[src/rtl/sm_result_collector.sv]
// Result collector: buffers stack machine results in a FWFT FIFO.
// Ports: clk/rst_n/clear, result stream in, rd_* read port, status out.
module sm_result_collector #(
  parameter int DEPTH = 16,
  parameter int DW    = 20,
  parameter int CW    = 10
) (
  input  logic                     clk,
  input  logic                     rst_n,
  input  logic                     clear,
  input  logic                     d_valid,
  input  logic [DW-1:0]            out_data,
  input  logic [2:0]               err_code,
  input  logic                     fin,
  input  logic                     rd_ready,
  output logic                     rd_valid,
  output logic [DW-1:0]            rd_data,
  output logic                     rd_last,
  output logic [$clog2(DEPTH):0]   level,
  output logic [CW-1:0]            count,
  output logic                     overflow,
  output logic [2:0]               err_latched,
  output logic                     done
);

  localparam int AW = $clog2(DEPTH);
  localparam int LW = AW + 1;

  typedef enum logic [1:0] {
    IDLE,
    COLLECT,
    DRAIN,
    DONE
  } state_e;

  state_e          state_q, state_d;
  logic [AW-1:0]   wptr_q, wptr_d;
  logic [AW-1:0]   rptr_q, rptr_d;
  logic [LW-1:0]   level_q, level_d;
  logic [CW-1:0]   count_q, count_d;
  logic            ovf_q, ovf_d;
  logic [2:0]      err_q, err_d;
  logic [DW-1:0]   mem_q [DEPTH];

  logic collecting;
  logic wr_req;
  logic full;
  logic pop;
  logic push;

  assign collecting = (state_q == IDLE) || (state_q == COLLECT);
  assign full       = (level_q == LW'(DEPTH));
  assign rd_valid   = (level_q != '0);
  assign pop        = rd_valid && rd_ready && !clear;
  // A write at full still fits if the head leaves this cycle.
  assign wr_req     = d_valid && collecting && !clear;
  assign push       = wr_req && (!full || pop);

  assign rd_data     = rd_valid ? mem_q[rptr_q] : '0;
  assign rd_last     = rd_valid && (state_q == DRAIN)
                       && (level_q == LW'(1));
  assign level       = level_q;
  assign count       = count_q;
  assign overflow    = ovf_q;
  assign err_latched = err_q;
  assign done        = (state_q == DONE);

  always_comb begin
    state_d = state_q;
    wptr_d  = wptr_q;
    rptr_d  = rptr_q;
    level_d = level_q;
    count_d = count_q;
    ovf_d   = ovf_q;
    err_d   = err_q;

    if (clear) begin
      state_d = IDLE;
      wptr_d  = '0;
      rptr_d  = '0;
      level_d = '0;
      count_d = '0;
      ovf_d   = 1'b0;
      err_d   = '0;
    end else begin
      if (push) wptr_d = wptr_q + AW'(1);
      if (pop)  rptr_d = rptr_q + AW'(1);

      unique case ({push, pop})
        2'b10:   level_d = level_q + LW'(1);
        2'b01:   level_d = level_q - LW'(1);
        default: level_d = level_q;
      endcase

      if (wr_req && (count_q != '1))
        count_d = count_q + CW'(1);
      if (wr_req && !push)
        ovf_d = 1'b1;

      if (collecting && (err_q == '0))
        err_d = err_code;

      unique case (state_q)
        IDLE: begin
          if (fin)          state_d = DRAIN;
          else if (d_valid) state_d = COLLECT;
        end
        COLLECT: begin
          if (fin) state_d = DRAIN;
        end
        DRAIN: begin
          if (level_q == '0) state_d = DONE;
        end
        DONE: state_d = DONE;
        default: state_d = IDLE;
      endcase
    end
  end

  always_ff @(posedge clk or negedge rst_n) begin
    if (!rst_n) begin
      state_q <= IDLE;
      wptr_q  <= '0;
      rptr_q  <= '0;
      level_q <= '0;
      count_q <= '0;
      ovf_q   <= 1'b0;
      err_q   <= '0;
    end else begin
      state_q <= state_d;
      wptr_q  <= wptr_d;
      rptr_q  <= rptr_d;
      level_q <= level_d;
      count_q <= count_d;
      ovf_q   <= ovf_d;
      err_q   <= err_d;
    end
  end

  // Storage needs no reset: contents are only visible while level > 0.
  always_ff @(posedge clk) begin
    if (push) mem_q[wptr_q] <= out_data;
  end

endmodule
[config.mk]
export PLATFORM = sky130hd
export DESIGN_NAME = sm_result_collector
export DESIGN_NICKNAME = d
export VERILOG_FILES = /design/src/rtl/sm_result_collector.sv
export SDC_FILE = /design/constraint.sdc
export NUM_CORES = 1
export LEC_CHECK = 0
export BUFFER_PORTS_ARGS = -buffer_cell sky130_fd_sc_hd__clkbuf_2
export CAP_MARGIN = 20
export CORE_ASPECT_RATIO = 1.2
export CORE_MARGIN = 10
export CORE_UTILIZATION = 44
export DETAILED_ROUTE_END_ITERATION = 8
export PLACE_DENSITY = 0.58
export SLEW_MARGIN = 15
export SYNTH_ARGS = -nofsm -noshare
export SYNTH_HDL_FRONTEND = slang
export SYNTH_SLANG_ARGS = --single-unit
export TNS_END_PERCENT = 1
[constraint.sdc]
create_clock -name clk -period 4.7 [get_ports clk]
set_input_delay 0.47 -clock clk [delete_from_list [all_inputs] [get_ports clk]]
set_output_delay 0.47 -clock clk [all_outputs]
set_load 0.02 [all_outputs]
=== Word-level counts from Yosys, hierarchy flattened ===
Memory sizes are Yosys's and may differ from the RTL's.
Index checks and enable logic that the tools add are counted.

* Reductions and logical operators: 26
* Add/sub/neg operators: 5
* Muxes and demuxes: 21
* Equality and inequality tests: 11

{| class="wikitable"
|+ Operators with widths
! cell !! number
|-
| $mux 10 || 2
|-
| $mux 20 || 1
|-
| $mux 4 || 4
|-
| $add 10x1->10 const B || 1
|-
| $logic_and 1x1->1 || 10
|-
| $mux 2 || 5
|-
| $ne 10x10->1 const B || 1
|-
| $pmux 5 s2 || 1
|-
| $reduce_bool 2->1 || 5
|-
| $add 4x1->4 const B || 2
|-
| $pmux 2 s4 || 1
|-
| $eq 2x2->1 const B || 3
|-
| $mux 3 || 2
|-
| $add 5x1->5 const B || 1
|-
| $eq 5x1->1 const B || 1
|-
| $eq 5x5->1 const B || 1
|-
| $logic_not 5->1 || 1
|-
| $mux 5 || 1
|-
| $reduce_bool 5->1 || 1
|-
| $sub 5x1->5 const B || 1
|-
| $eq 2x1->1 const B || 2
|-
| $mux 1 || 4
|-
| $ne 4x4->1 const B || 1
|-
| $logic_not 1->1 || 3
|-
| 7 further kinds || 8
|}

* Flip-flop bits (word level): 29
* Bits of input ports: 29
* RAM bits: 320
* Logic and storage cells: 71
* Memories: 1
* Output and inout port bits: 42

{| class="wikitable"
|+ Memory list
! name !! depth !! bits a word !! read ports !! clocked after memory_dff !! wr ports !! RTL line !! RTL
|-
| mem_q || 16 || 20 || 1 || 0 || 1 || 43 || <nowiki>logic [DW-1:0] mem_q [DEPTH];</nowiki>
|}

=== Longest topological paths before layout ===
* Depth after elaboration: 9
* Depth in mapped cells: 9
* Depth with buffers taken out: 7

=== Worst setup path after synthesis ===
OpenSTA, ideal clock, no wires.

* Path type: flip-flop to flip-flop
* Start point: register level_q[1], in the netlist level[1]
* End point: memory mem_q[0][0], enable pin
* Arrival time: 3.365 ns
* Clock period less this slack: 3.814 ns
* Path buffers: 0
* Cell stages (with the launch flop): 6
* Path slack: 0.886 ns
* Cells stage by stage: dfrtp_1 inv_1 ha_1 nor3b_2 a211o_1 nor4_1

* Word-level cells in the longest chain between the ends: 7

{| class="wikitable"
|+ RTL lines
! item !! RTL line !! RTL
|-
| start: declaration || 39 || <nowiki>logic [LW-1:0] level_q, level_d;</nowiki>
|-
| start signal: assignment || 133 || <nowiki>level_q <= level_d;</nowiki>
|-
| $reduce_bool 5->1 || 53 || <nowiki>assign rd_valid = (level_q != '0);</nowiki>
|-
| $logic_and 1x1->1 (2 in a row) || 54 || <nowiki>assign pop = rd_valid && rd_ready && !clear;</nowiki>
|-
| $logic_or 1x1->1 * || 57 || <nowiki>assign push = wr_req && (!full || pop);</nowiki>
|-
| $logic_and 1x1->1 * || 57 ||
|-
| $mux 1 * || 142 || <nowiki>if (push) mem_q[wptr_q] <= out_data;</nowiki>
|-
| $mux 1 (not written as such) * || 142 ||
|-
| end: declaration || 43 ||
|}

Mark *: on every way between the ends. The rest lies on a longest branch, timed or not.

=== Final worst setup path ===
* Start point: register level_q[1], in the netlist level[1]
* End point: output rd_data[15]

* Word-level cells in the longest chain between the ends: 2

{| class="wikitable"
|+ RTL lines
! item !! RTL line !! RTL
|-
| $reduce_bool 5->1 || 53 ||
|-
| $mux 20 || 59 || <nowiki>assign rd_data = rd_valid ? mem_q[rptr_q] : '0;</nowiki>
|-
| end: declaration || 17 || <nowiki>output logic [DW-1:0] rd_data,</nowiki>
|}

No other way between the ends.

==> out/qor.yml <==
timing:
  tightestPinTransition_ns: 0.918
  slew_headroom_pct: 38.7
  hold_viol_final: 0
  finalSetupTns_ns: 0
  finalMaxSlewViolations: 0
  fin_crit_ns: 3.78
  rsz0062_at_grt: "false"
  post-route-period-util_pct: 80.4
  max_clock_freq_mhz: 265
  finalSetupViolCount: 0
  finClkSkew_ns: 0.0140
setup_path:
  crit_required_ns: 4.23
  critPathLaunchType: "register"
  crit_family: "buffers and inverters"
  worstPathArrival_ns: 3.31
  path_cells: "inv_1, ha_1, nor4b_4, inv_1, nand2_1, nor2_2, buf_4, a221o_1, clkbuf_2"
  critical_path.slowest_cell: "nor2_2"
  path_common_cell: "inv_1"
  criticalPathCategory: "reg -> out"
  end_kind: "primary output"
  cpPeakStageDelay_ns: 0.59
  crit_path_max_fanout: 11
  regToRegSetupSlack_ns: 1.54
  critical_path_buf_inv_count: 4
cts:
  worstSkewPairLatency_ns: 0.52
  post_cts_resized: 0
  h-tree-depth: 2
  root_buffer: "clkbuf_16"
  clockBufferDepth: 3
  cts_setup_buffers: 0
  cts_hold_buf: 0
  cts.sinks: 349
  clkTransAtPathRegs_ns: 0.06
  numCtsBuffers: 36
  cts_tree: "done"
finish:
  seq_area_sq_um: 10300
  n_fill_cell: 2473
  antenna-diode-count: 0
  multi_input_area_sq_um: 3290
  nets: 811
  area_delta_synth_final_pct: 14.6
  stdcell_count: 1192
  drive_gt1_share_pct: 29.6
synth:
  syn-cell-area_sq_um: 13800
  synth_fp_nets: 723
  synthFlopType: "edfxtp_1"
  synth_area_leaders: "edfxtp_1, mux4_2, dfrtp_1, a221o_1, a22o_1"
  synth_top_area_share_pct: 69.7
  synth-warning-count: 0
  ys_types: 50
  syn_inst: 684
  async_flop_share_pct: 8.31
  syn_area_per_cell_sq_um: 20.1
  synth-seq-cells: 349
  seq_area_frac_synth_pct: 75.0
  synth-edff-count: 320
  synth_top_area_cell: "edfxtp_1"
global_route:
  grt_max_degree: 66
  grt_pass1_wl_um: 46800
  antenna_found_initial: 0
  grt_pass1_vias: 7670
  grt_overflow: 0
  track_usage_pct: 15.8
detailed_routing:
  wl_um: 30500
  viasPerCell: 5.85
  dr.pass1.iters: 5
  drtAntennaViolNets: 0
  num_vias: 6978
  drtIter0Drc: 717
  drc: 0
  route.detailed.wl_per_inst_um: 25.6
power_and_ir_drop:
  p_per_area_nw_per_um2: 500
  switchingPower_mw: 2.17
  power_mw: 7.90
  ir_worst_vdd_mv: 0.293
  sw_frac_of_total_pct: 27.5
  power_frac_clock_pct: 34.0
  internal_power_mw: 5.73
  pwr-share-seq_pct: 45.2
  p_leak_nw: 5.20
  combPwrFrac_pct: 20.8
floorplanning:
  io_pins: 71
  floorplan.die_area_sq_um: 38800
  die_x_um: 182
  coreArea_sq_um: 30700
  initial_core_util_pct: 45.0
  fp.dieH_um: 214
  rows: 70
hold_path:
  min_path_type: "in -> async"
outcome:
  status: "completed"
place:
  dp_hpwl_um: 17700
  gp_congestion: 0.791
  dp.cells: 1130
  port_buffers: 70
flow_run:
  drv_cap: 0
==> final timing paths <==
check / startpoint / cells after the start / end
min reg2reg: overflow / 2 / overflow
max: level[1] / 9 / rd_data[15]
min: rst_n / 1 / count[4]
max in group asynchronous: rst_n / 1 / rptr_q[1]
min in group clk: fin / 3 / state_q[1]
max reg2reg: level[1] / 7 / mem_q[4][4]
==> cell families after synthesis <==
family | share of synthesized area (%)
DFF | 75.0
and+or+nand+nor | 3.97
muxes | 13.5
AOI/OAI and AO/OA | 4.51
buffers and inverters | 1.58
adders and majority gates | 0.908
xor gates and xnor gates | 0.572
==> synthesized netlist by cell type (all sizes together), types with 2 or more instances <==
library cell and n:
a211o 2, a211oi 5, a21oi 10, a221o 20, a22o 20, a31oi 6
and2 9, and3 2, buf 16, clkbuf 23, dfrtp 29, edfxtp 320
ha 10, inv 13, mux2 2, mux2i 3, mux4 80, nand2 9
nand2b 2, nand3 11, nand4 4, nor2 33, nor2b 2, nor3 5
nor3b 4, nor4 6, o21ai 6, o31ai 2, or3 6, or4 2
xnor2 4, xor2 5
==> layout by cell type (no fill, tap or decap), drive strengths merged, types with 2 or more instances in the layout <==
| cell | synthesis | layout |
|---|---|---|
| a211oi | 5 | 5 |
| nor3b | 4 | 4 |
| mux2i | 3 | 3 |
| clkinv | 0 | 11 |
| xor2 | 5 | 5 |
| nor2 | 33 | 33 |
| ha | 10 | 10 |
| and2 | 9 | 9 |
| buf | 16 | 19 |
| a22o | 20 | 20 |
| edfxtp | 320 | 320 |
| a31oi | 6 | 6 |
| xnor2 | 4 | 4 |
| nor3 | 5 | 5 |
| clkbuf | 23 | 115 |
| mux2 | 2 | 2 |
| and3 | 2 | 2 |
| nand3 | 11 | 11 |
| o21ai | 6 | 6 |
| nor4 | 6 | 6 |
| nand2b | 2 | 2 |
| a211o | 2 | 2 |
| nand2 | 9 | 9 |
| nand4 | 4 | 4 |
| nor2b | 2 | 2 |
| a221o | 20 | 20 |
| o31ai | 2 | 2 |
| or4 | 2 | 2 |
| a21oi | 10 | 10 |
| or3 | 6 | 6 |
| mux4 | 80 | 80 |
| dfrtp | 29 | 29 |
| bufinv | 0 | 2 |
| inv | 13 | 16 |
==> power by group through the flow <==
stage	Combinational, mW	Sequential, mW	Clock [mW]
after global routing	1.76	3.59	2.88
after global placement	1.64	3.64	0
final	1.64	3.57	2.69
after detailed placement	1.66	3.64	0
after CTS	1.67	3.58	2.76
after floorplan	1.21	3.56	0
==> worst reg2reg max path, cell delays in order, from the launching register on <==
cell and delay [ns]:
dfrtp_1 0.48, inv_1 0.15, ha_1 0.24, nor3b_2 0.22, a211o_1 0.41, nor3b_1 0.39
and2_1 0.63, buf_4 0.33
==> layer usage <==
metal	track usage [%]	part of all wire, %	vias up	wire [um]
li1	-	-	3020	-
met1	19.5	41	3703	12500
met2	27.7	52	199	15900
met3	2.38	4.3	56	1310
met4	5.45	2.4	0	724
met5	0	0	-	0
==> registers in the layout, indices dropped and copies added (netlist names) <==
register	cells
count	10
err_latched	3
level	5
mem_q	320
overflow	1
rptr_q	4
state_q	2
wptr_q	4
==> stage by stage <==
| stage | hold WS (ns) | setup WS (ns) | utilization [%] | cell area, sq um |
|---|---|---|---|---|
| after floorplan | 0.174 | 0.886 | - | 13800 |
| after CTS | 0.0195 | 0.891 | 51.5 | 15800 |
| after global routing | 0.0730 | 0.771 | 51.5 | 15800 |
| final | 0.0250 | 0.920 | 51.5 | 15800 |
| after global placement | 0.493 | 1.56 | 47.9 | 14700 |
| after detailed placement | 0.500 | 1.46 | 47.9 | 14700 |
==> layout make-up <==
type                       instances  share of cell area, %
tap                              396                   3.14
sequential                       349                   65.5
multi-input combinational        283                   20.9
clock inverter                    17                  0.879
timing repair buffer              89                   3.20
inverter                          13                  0.309
clock buffer                      45                   6.12
Note: power is estimated with default switching activity, not from simulation.
